$ cat config.mk
export PLATFORM = sky130hd
export DESIGN_NAME = id_ex_stage
export DESIGN_NICKNAME = d
export VERILOG_FILES = /design/src/rtl/pipe_pkg.sv /design/src/rtl/load_use_detect.sv /design/src/rtl/id_ex_stage.sv
export SDC_FILE = /design/constraint.sdc
export NUM_CORES = 1
export LEC_CHECK = 0
export CAP_MARGIN = 10
export CORE_ASPECT_RATIO = 0.5
export CORE_MARGIN = 2
export CORE_UTILIZATION = 31
export DETAILED_ROUTE_END_ITERATION = 8
export SLEW_MARGIN = 10
export SYNTH_ARGS = -nofsm -noshare
export SYNTH_HDL_FRONTEND = slang
export SYNTH_SLANG_ARGS = --single-unit
$ cat constraint.sdc
create_clock -name CLK -period 2.4 [get_ports CLK]
set_input_delay 0.36 -clock CLK [delete_from_list [all_inputs] [get_ports CLK]]
set_output_delay 0.36 -clock CLK [all_outputs]
set_load 0.05 [all_outputs]
$ cat src/rtl/pipe_pkg.sv
// Shared pipeline definitions: ALU opcode width, hard-wired zero register,
// the EX-stage control bundle and its bubble value, and the destination mux.
package pipe_pkg;

    localparam int ALUOP_W = 3;

    localparam logic [4:0] REG_ZERO = 5'd0;

    // Control and register-field portion of the ID/EX register.
    typedef struct packed {
        logic       valid;
        logic       reg_wre;
        logic       mem_read;
        logic       mem_write;
        logic       mem_to_reg;
        logic       alu_src;
        logic [4:0] rs;
        logic [4:0] rt;
        logic [4:0] wd;
    } ex_ctrl_t;

    // A bubble carries no valid bit, no side effects and zeroed fields.
    localparam ex_ctrl_t CTRL_BUBBLE = '{
        valid:      1'b0,
        reg_wre:    1'b0,
        mem_read:   1'b0,
        mem_write:  1'b0,
        mem_to_reg: 1'b0,
        alu_src:    1'b0,
        rs:         5'd0,
        rt:         5'd0,
        wd:         5'd0
    };

    localparam logic [ALUOP_W-1:0] ALUOP_BUBBLE = {ALUOP_W{1'b0}};

    // R-type writes rd, I-type writes rt.
    function automatic logic [4:0] dest_reg(input logic reg_dst,
                                            input logic [4:0] rd,
                                            input logic [4:0] rt);
        logic [4:0] wd_s;
        if (reg_dst) begin
            wd_s = rd;
        end else begin
            wd_s = rt;
        end
        return wd_s;
    endfunction

endpackage

$ cat src/rtl/load_use_detect.sv
// Load-use hazard compare between the load sitting in EX and the
// instruction currently being decoded. Purely combinational.
module load_use_detect
    import pipe_pkg::*;
(
    input  logic       ex_valid,
    input  logic       ex_mem_read,
    input  logic [4:0] ex_wd,
    input  logic       id_valid,
    input  logic       id_uses_rt,
    input  logic [4:0] id_rs,
    input  logic [4:0] id_rt,
    output logic       load_use
);

    logic rs_hit_s;
    logic rt_hit_s;
    logic ex_load_s;

    // A load targeting register zero never produces data anyone waits for.
    assign ex_load_s = ex_valid & ex_mem_read & (ex_wd != REG_ZERO);
    assign rs_hit_s  = (ex_wd == id_rs);
    assign rt_hit_s  = id_uses_rt & (ex_wd == id_rt);
    assign load_use  = ex_load_s & id_valid & (rs_hit_s | rt_hit_s);

endmodule

$ cat src/rtl/id_ex_stage.sv
// ID/EX pipeline register with load-use stall generation, flush handling
// (including a flush that arrives while the stage is held) and a
// saturating stall counter.
module id_ex_stage #(
    parameter int DATA_W  = 32,
    parameter int ALUOP_W = pipe_pkg::ALUOP_W,
    parameter int CNT_W   = 16
) (
    input  logic               CLK,
    input  logic               RST,
    input  logic [4:0]         IF_ID_Reg_RS,
    input  logic [4:0]         IF_ID_Reg_RT,
    input  logic [4:0]         IF_ID_Reg_RD,
    input  logic               ID_Valid,
    input  logic               ID_UsesRT,
    input  logic               ID_RegWre,
    input  logic               ID_RegDst,
    input  logic               ID_MemRead,
    input  logic               ID_MemWrite,
    input  logic               ID_MemToReg,
    input  logic               ID_ALUSrc,
    input  logic [ALUOP_W-1:0] ID_ALUOp,
    input  logic [DATA_W-1:0]  ID_ReadData1,
    input  logic [DATA_W-1:0]  ID_ReadData2,
    input  logic [DATA_W-1:0]  ID_Imm,
    input  logic               Flush,
    input  logic               Hold,
    output logic [4:0]         ID_EX_Reg_RS,
    output logic [4:0]         ID_EX_Reg_RT,
    output logic [4:0]         ID_EX_Reg_WD,
    output logic               ID_EX_Valid,
    output logic               ID_EX_RegWre,
    output logic               ID_EX_MemRead,
    output logic               ID_EX_MemWrite,
    output logic               ID_EX_MemToReg,
    output logic               ID_EX_ALUSrc,
    output logic [ALUOP_W-1:0] ID_EX_ALUOp,
    output logic [DATA_W-1:0]  ID_EX_ReadData1,
    output logic [DATA_W-1:0]  ID_EX_ReadData2,
    output logic [DATA_W-1:0]  ID_EX_Imm,
    output logic               Stall,
    output logic [CNT_W-1:0]   StallCount
);

    pipe_pkg::ex_ctrl_t  ctrl_r,  ctrl_d_s,  ctrl_cap_s;
    logic [ALUOP_W-1:0]  aluop_r, aluop_d_s;
    logic [DATA_W-1:0]   rd1_r,   rd1_d_s;
    logic [DATA_W-1:0]   rd2_r,   rd2_d_s;
    logic [DATA_W-1:0]   imm_r,   imm_d_s;
    logic                flush_pend_r, flush_pend_d_s;
    logic [CNT_W-1:0]    stall_cnt_r,  stall_cnt_d_s;
    logic                load_use_s;

    load_use_detect u_load_use_detect (
        .ex_valid    (ctrl_r.valid),
        .ex_mem_read (ctrl_r.mem_read),
        .ex_wd       (ctrl_r.wd),
        .id_valid    (ID_Valid),
        .id_uses_rt  (ID_UsesRT),
        .id_rs       (IF_ID_Reg_RS),
        .id_rt       (IF_ID_Reg_RT),
        .load_use    (load_use_s)
    );

    // A pending or current redirect, or a held stage, must not also freeze fetch.
    assign Stall = load_use_s & ~Flush & ~flush_pend_r & ~Hold;

    // Control bundle as it would be captured from decode this cycle.
    always_comb begin
        ctrl_cap_s            = pipe_pkg::CTRL_BUBBLE;
        ctrl_cap_s.valid      = 1'b1;
        ctrl_cap_s.reg_wre    = ID_RegWre;
        ctrl_cap_s.mem_read   = ID_MemRead;
        ctrl_cap_s.mem_write  = ID_MemWrite;
        ctrl_cap_s.mem_to_reg = ID_MemToReg;
        ctrl_cap_s.alu_src    = ID_ALUSrc;
        ctrl_cap_s.rs         = IF_ID_Reg_RS;
        ctrl_cap_s.rt         = IF_ID_Reg_RT;
        ctrl_cap_s.wd         = pipe_pkg::dest_reg(ID_RegDst, IF_ID_Reg_RD, IF_ID_Reg_RT);
    end

    // Next-state selection: hold, then flush, then load-use bubble, then capture.
    always_comb begin
        ctrl_d_s       = ctrl_r;
        aluop_d_s      = aluop_r;
        rd1_d_s        = rd1_r;
        rd2_d_s        = rd2_r;
        imm_d_s        = imm_r;
        flush_pend_d_s = flush_pend_r;
        stall_cnt_d_s  = stall_cnt_r;
        if (Hold) begin
            flush_pend_d_s = flush_pend_r | Flush;
        end else if (Flush | flush_pend_r) begin
            ctrl_d_s       = pipe_pkg::CTRL_BUBBLE;
            aluop_d_s      = {ALUOP_W{1'b0}};
            rd1_d_s        = {DATA_W{1'b0}};
            rd2_d_s        = {DATA_W{1'b0}};
            imm_d_s        = {DATA_W{1'b0}};
            flush_pend_d_s = 1'b0;
        end else if (load_use_s) begin
            ctrl_d_s  = pipe_pkg::CTRL_BUBBLE;
            aluop_d_s = {ALUOP_W{1'b0}};
            rd1_d_s   = {DATA_W{1'b0}};
            rd2_d_s   = {DATA_W{1'b0}};
            imm_d_s   = {DATA_W{1'b0}};
            if (&stall_cnt_r) begin
                stall_cnt_d_s = stall_cnt_r;
            end else begin
                stall_cnt_d_s = stall_cnt_r + CNT_W'(1);
            end
        end else if (ID_Valid) begin
            ctrl_d_s  = ctrl_cap_s;
            aluop_d_s = ID_ALUOp;
            rd1_d_s   = ID_ReadData1;
            rd2_d_s   = ID_ReadData2;
            imm_d_s   = ID_Imm;
        end else begin
            ctrl_d_s  = pipe_pkg::CTRL_BUBBLE;
            aluop_d_s = {ALUOP_W{1'b0}};
            rd1_d_s   = {DATA_W{1'b0}};
            rd2_d_s   = {DATA_W{1'b0}};
            imm_d_s   = {DATA_W{1'b0}};
        end
    end

    // Pipeline register, flush-pending flag and stall counter.
    always_ff @(posedge CLK or negedge RST) begin
        if (!RST) begin
            ctrl_r       <= pipe_pkg::CTRL_BUBBLE;
            aluop_r      <= {ALUOP_W{1'b0}};
            rd1_r        <= {DATA_W{1'b0}};
            rd2_r        <= {DATA_W{1'b0}};
            imm_r        <= {DATA_W{1'b0}};
            flush_pend_r <= 1'b0;
            stall_cnt_r  <= {CNT_W{1'b0}};
        end else begin
            ctrl_r       <= ctrl_d_s;
            aluop_r      <= aluop_d_s;
            rd1_r        <= rd1_d_s;
            rd2_r        <= rd2_d_s;
            imm_r        <= imm_d_s;
            flush_pend_r <= flush_pend_d_s;
            stall_cnt_r  <= stall_cnt_d_s;
        end
    end

    assign ID_EX_Valid     = ctrl_r.valid;
    assign ID_EX_RegWre    = ctrl_r.reg_wre;
    assign ID_EX_MemRead   = ctrl_r.mem_read;
    assign ID_EX_MemWrite  = ctrl_r.mem_write;
    assign ID_EX_MemToReg  = ctrl_r.mem_to_reg;
    assign ID_EX_ALUSrc    = ctrl_r.alu_src;
    assign ID_EX_Reg_RS    = ctrl_r.rs;
    assign ID_EX_Reg_RT    = ctrl_r.rt;
    assign ID_EX_Reg_WD    = ctrl_r.wd;
    assign ID_EX_ALUOp     = aluop_r;
    assign ID_EX_ReadData1 = rd1_r;
    assign ID_EX_ReadData2 = rd2_r;
    assign ID_EX_Imm       = imm_r;
    assign StallCount      = stall_cnt_r;

endmodule

-- Yosys cells after proc, flatten, opt, wreduce, memory -nomap -nowiden
Index checks and enable logic that the tools add are counted.
Widths: inputs -> output; s select.
- order comparisons: 0
- multipliers: 0
- add/subtract/negate cells: 1
- muxes and demuxes: 18
- div/mod/pow operators: 0
- bitwise gates (word level): 15
- equal/unequal tests: 2
- shifts and indexed selects: 0
- reductions and logical operators: 4
- operator list (cell ; count):
    $mux 32 ; 9
    $mux 21 ; 3
    $add 16x1->16 const B ; 1
    $reduce_and 16->1 ; 1
    $eq 5x5->1 ; 2
    $mux 3 ; 3
    $and 1x1->1 ; 8
    $mux 5 ; 1
    $not 1->1 ; 5
    $reduce_bool 5->1 ; 1
    $reduce_and 4->1 ; 1
    $mux 1 ; 2
    $or 1x1->1 ; 2
    $reduce_bool 2->1 ; 1
- output and inout bits: 137
- word-level logic and storage cells: 55
- bits of input ports: 126
- memory bits (read-only): 0
- RAM bits: 0
- memories kept: 0
- flip-flop bits (word level): 137
- bits in latches: 0

-- Depth between registers and ports, before layout
- depth after elaboration: 7
- gate-level depth with buffers: 7
- mapped depth without buffers: 6

-- By module
From an unflattened synthesis, not the netlist that was laid out.
- cell total of the unflattened synthesis: 365
- area, all modules: 5243.8 µm²
- by module, submodules not included (module ; times used ; area each (µm²) ; cells an instance ; sequential area each (µm²)):
    id_ex_stage ; 1 ; 5113.7 ; 348 ; 3428.3
    load_use_detect ; 1 ; 130.1 ; 17 ; 0.0

-- Worst setup path before layout
OpenSTA, ideal clock, no wires.
- path type: flip-flop to output port
- from: register ctrl_r (netlist bit ID_EX_Reg_WD[1])
- to: output port Stall
- cell stages (with the launch flop): 6
- data required time: 2.040 ns
- setup slack: -0.010 ns
- path buffers: 1
- arrival time: 2.050 ns
- path through: dfrtp_1 -> xnor2_1 -> nand3_1 -> o22ai_2 -> clkbuf_1 -> and2_1
- word-level cells in the longest chain between the ends: 7
- elaborated cells between the ends (all ways): 11
- those cells by class: 2 x eq/ne; 8 x bitwise; 1 x reduce/logical
- ends and longest elaborated chain (element ; line ; source):
    start: declaration ; id_ex_stage.sv:45 ; pipe_pkg::ex_ctrl_t ctrl_r, ctrl_d_s, ctrl_cap_s;
    start signal: assignment ; id_ex_stage.sv:129 ; ctrl_r <= pipe_pkg::CTRL_BUBBLE;
    start signal: assignment ; id_ex_stage.sv:137 ; ctrl_r <= ctrl_d_s;
    $eq 5x5->1 or $reduce_bool 5->1 (tied branches) ; load_use_detect.sv:23, load_use_detect.sv:21 ;
    $and 1x1->1 (on tied branches) ; load_use_detect.sv:23, load_use_detect.sv:21 ;
    $or 1x1->1 or $and 1x1->1 (tied branches) ; load_use_detect.sv:24 ; assign load_use = ex_load_s & id_valid & (rs_hit_s | rt_hit_s);
    $and 1x1->1 (*) ; load_use_detect.sv:24 ;
    $and 1x1->1 (*) (3 in a row) ; id_ex_stage.sv:66 ; assign Stall = load_use_s & ~Flush & ~flush_pend_r & ~Hold;
    end: declaration ; id_ex_stage.sv:41 ; output logic Stall,
Mark *: on every way between the ends. The rest lies on a longest branch, timed or not.

-- Worst setup path in the final report
- from: register ctrl_r (netlist bit ID_EX_Reg_WD[4])
- to: output port Stall
The elaborated chain is that of the path after synthesis.

==> results.sh <==
export IMPL_instances_no_fill=876
export IMPL_setup_slack_ns=0.131
export IMPL_grt_usage=0.170
export IMPL_maxSlewViolCount=0
export IMPL_via_count=4146
export IMPL_drive_gt1_frac=0.0924
export IMPL_dp_cells=843
export IMPL_cts_tree="yes"
export IMPL_cts_sinks=137
export IMPL_relSlewSlack=0.302
export IMPL_avgSynthCellArea_um2=14.3
export IMPL_p_leak_nw=3.80
export IMPL_yosysTopAreaCell="dfrtp_1"
export IMPL_maxCapViolations=0
export IMPL_ys_top_cells_by_count="dfrtp_1 (137), a22o_1 (119), xnor2_1 (24)"
export IMPL_synth_edf_count=0
export IMPL_cp_data_required_time_ns=2.04
export IMPL_dp_hpwl_um=11000
export IMPL_via_per_inst=4.73
export IMPL_grt_ovfl_total=0
export IMPL_skew_ns=0.0128
export IMPL_synth_flop_cell="dfrtp_1"
export IMPL_n_antenna_cell=0
export IMPL_root_buffer="clkbuf_16"
export IMPL_clock_latency_ns=0.40
export IMPL_setup_viol=0
export IMPL_async_flop_share=1.00
export IMPL_p_per_area_mw_per_mm2=685
export IMPL_r2r_slack_ns=0.29
export IMPL_hold_class="primary input to asynchronous set/reset pin"
export IMPL_ios=263
export IMPL_period_needed_ns=2.27
export IMPL_power_mw=5.99
export IMPL_ant_nets=0
export IMPL_yosysMostFrequentCell="dfrtp_1"
export IMPL_fin_tns_setup_ns=0
export IMPL_clk_pin_slew_ns=0.07
export IMPL_first_pass_iters=4
export IMPL_post_cts_resized=0
export IMPL_max_freq_mhz=441
export IMPL_die_w_um=189
export IMPL_final_period_utilization=0.946
export IMPL_post_route_util=0.528
export IMPL_cts_buffers=17
export IMPL_fillers=1453
export IMPL_synth_top_area_frac=0.647
export IMPL_area_delta_synth_final_pct=65.0
export IMPL_cp_arrival_ns=1.91
export IMPL_worst_slew_pin_slew_ns=1.05
export IMPL_first_iter_violations=163
export IMPL_crit_path_end_kind="output port"
export IMPL_rsz0062_at_grt="false"
export IMPL_grt_pass1_vias=4127
export IMPL_avgRoutedWirePerCell_um=17.7
export IMPL_synth_distinct_cells=33
export IMPL_syn_inst=370
export IMPL_yosysSeqAreaShare=0.647
export IMPL_die_area_mm2=0.0182
export IMPL_antenna_found_initial=0
export IMPL_io_buffers=262
export IMPL_start_kind="register"
export IMPL_syn_area_mm2=0.00530
export IMPL_rows=33
export IMPL_h_tree_depth=4
export IMPL_post_place_ws_ns=0.206
export IMPL_globalplace_congestion=0.801
export IMPL_ys_warn_count=0
export IMPL_status="completed"
export IMPL_post_cts_buffers=0
export IMPL_coreArea_mm2=0.0166
export IMPL_synth_area_top_cells="dfrtp_1 (65%), a22o_1 (20%), xnor2_1 (4.0%), buf_6 (2.1%), nand4_1 (1.3%)"
export IMPL_final_nets=763
export IMPL_hold_viol=0
export IMPL_drc=0
export IMPL_die_y_um=96.5
export IMPL_ir_drop_mv=0.599
export IMPL_crit_type="register to output port"
export IMPL_worst_path_max_fanout=5
export IMPL_grt_pass1_wl_um=24000
export IMPL_ys_ff_latch=137
export IMPL_max_clock_path_buffers=2
export IMPL_wl_um=15500
export IMPL_synth_fp_nets=497
export IMPL_grt_max_degree=98
export IMPL_start_util=0.320
[layer usage]
layer	track usage	vias up	part of all wire	wire, um
met3	0.0361	6	0.047	725
met2	0.281	118	0.48	7510
met4	0.0443	0	0.0070	108
met5	0	-	0	0
li1	-	1953	-	-
met1	0.230	2069	0.46	7150
[sequential cells by signal, summed over array words and instances (netlist names), 3 cells and up]
name and count:
ID_EX_Reg_RS 5, ID_EX_Imm 32, ID_EX_Reg_RT 5, StallCount 16
ID_EX_Reg_WD 5, ID_EX_ReadData1 32, ID_EX_ReadData2 32, ID_EX_ALUOp 3
[where the power goes]
part,internal (mW),switching (mW)
combinational,0.446,0.576
sequential,2.41,0.0584
clock,1.45,1.05
total,4.30,1.69
[kinds of logic (layout without fill, tap and decap cells)]
logic type / after synthesis / count (layout) / share of synthesized area
xor gates and xnor gates: 25 / 25 / 0.0413
AOI/OAI and AO/OA: 127 / 127 / 0.211
adders and majority gates: 1 / 1 / 0.00236
muxes: 6 / 6 / 0.0127
buffers and inverters: 30 / 309 / 0.0366
and+or+nand+nor: 44 / 44 / 0.0493
DFF: 137 / 137 / 0.647
[placed cells by master (no fill, tap or decap), types with 2 or more instances in the layout]
cell type / n
clkdlybuf4s50_1: 259
dfrtp_1: 136
a22o_1: 119
xnor2_1: 24
clkbuf_16: 17
nand4_1: 11
buf_4: 11
nand3_1: 8
nand2_1: 7
inv_6: 7
and3_1: 6
clkinvlp_4: 6
mux2_2: 5
buf_12: 4
nor3_1: 2
and4_1: 2
nor2_1: 2
[final timing paths]
path,from,endpoint,cells after the start
hold / removal,RST,ID_EX_ReadData1[28],2
min in group CLK,Hold,StallCount[15],5
hold reg to reg,ID_EX_Valid,ID_EX_Valid,1
setup / recovery,ID_EX_Reg_WD[4],Stall,5
max in group asynchronous,RST,ID_EX_RegWre,3
setup reg to reg,ID_EX_Reg_WD[4],ID_EX_ReadData2[30],6
[repair_timing]
item | CTS | global route
hold buffers | 1 | 0
endpoints found under the hold margin | 38 | 0
endpoints found under the setup margin | 0 | 0
[layout make-up]
cell class / instances / area (um^2) / area share
inverter: 1 / 3.75 / 0.000429
clock inverter: 14 / 136 / 0.0156
sequential: 137 / 3430 / 0.392
timing repair buffer: 276 / 2780 / 0.317
multi-input combinational: 203 / 1690 / 0.193
clock buffer: 18 / 429 / 0.0491
tap: 227 / 284 / 0.0325
[metrics by stage]
stage	area [um^2]	hold slack (ns)
finish	8750	0.432
global route	8750	0.462
CTS	8750	0.449
detailed placement	8170	0.304
global placement	8170	0.307
floorplan	5300	0.0644
[worst max-delay path: stages (launching register included)]
cell	delay [ns]
dfrtp_1	0.46
or4_4	0.46
o21ai_2	0.16
nor4_1	0.08
and2_1	0.19
buf_12	0.15
No activity file was read; power rests on OpenSTA's default activity.
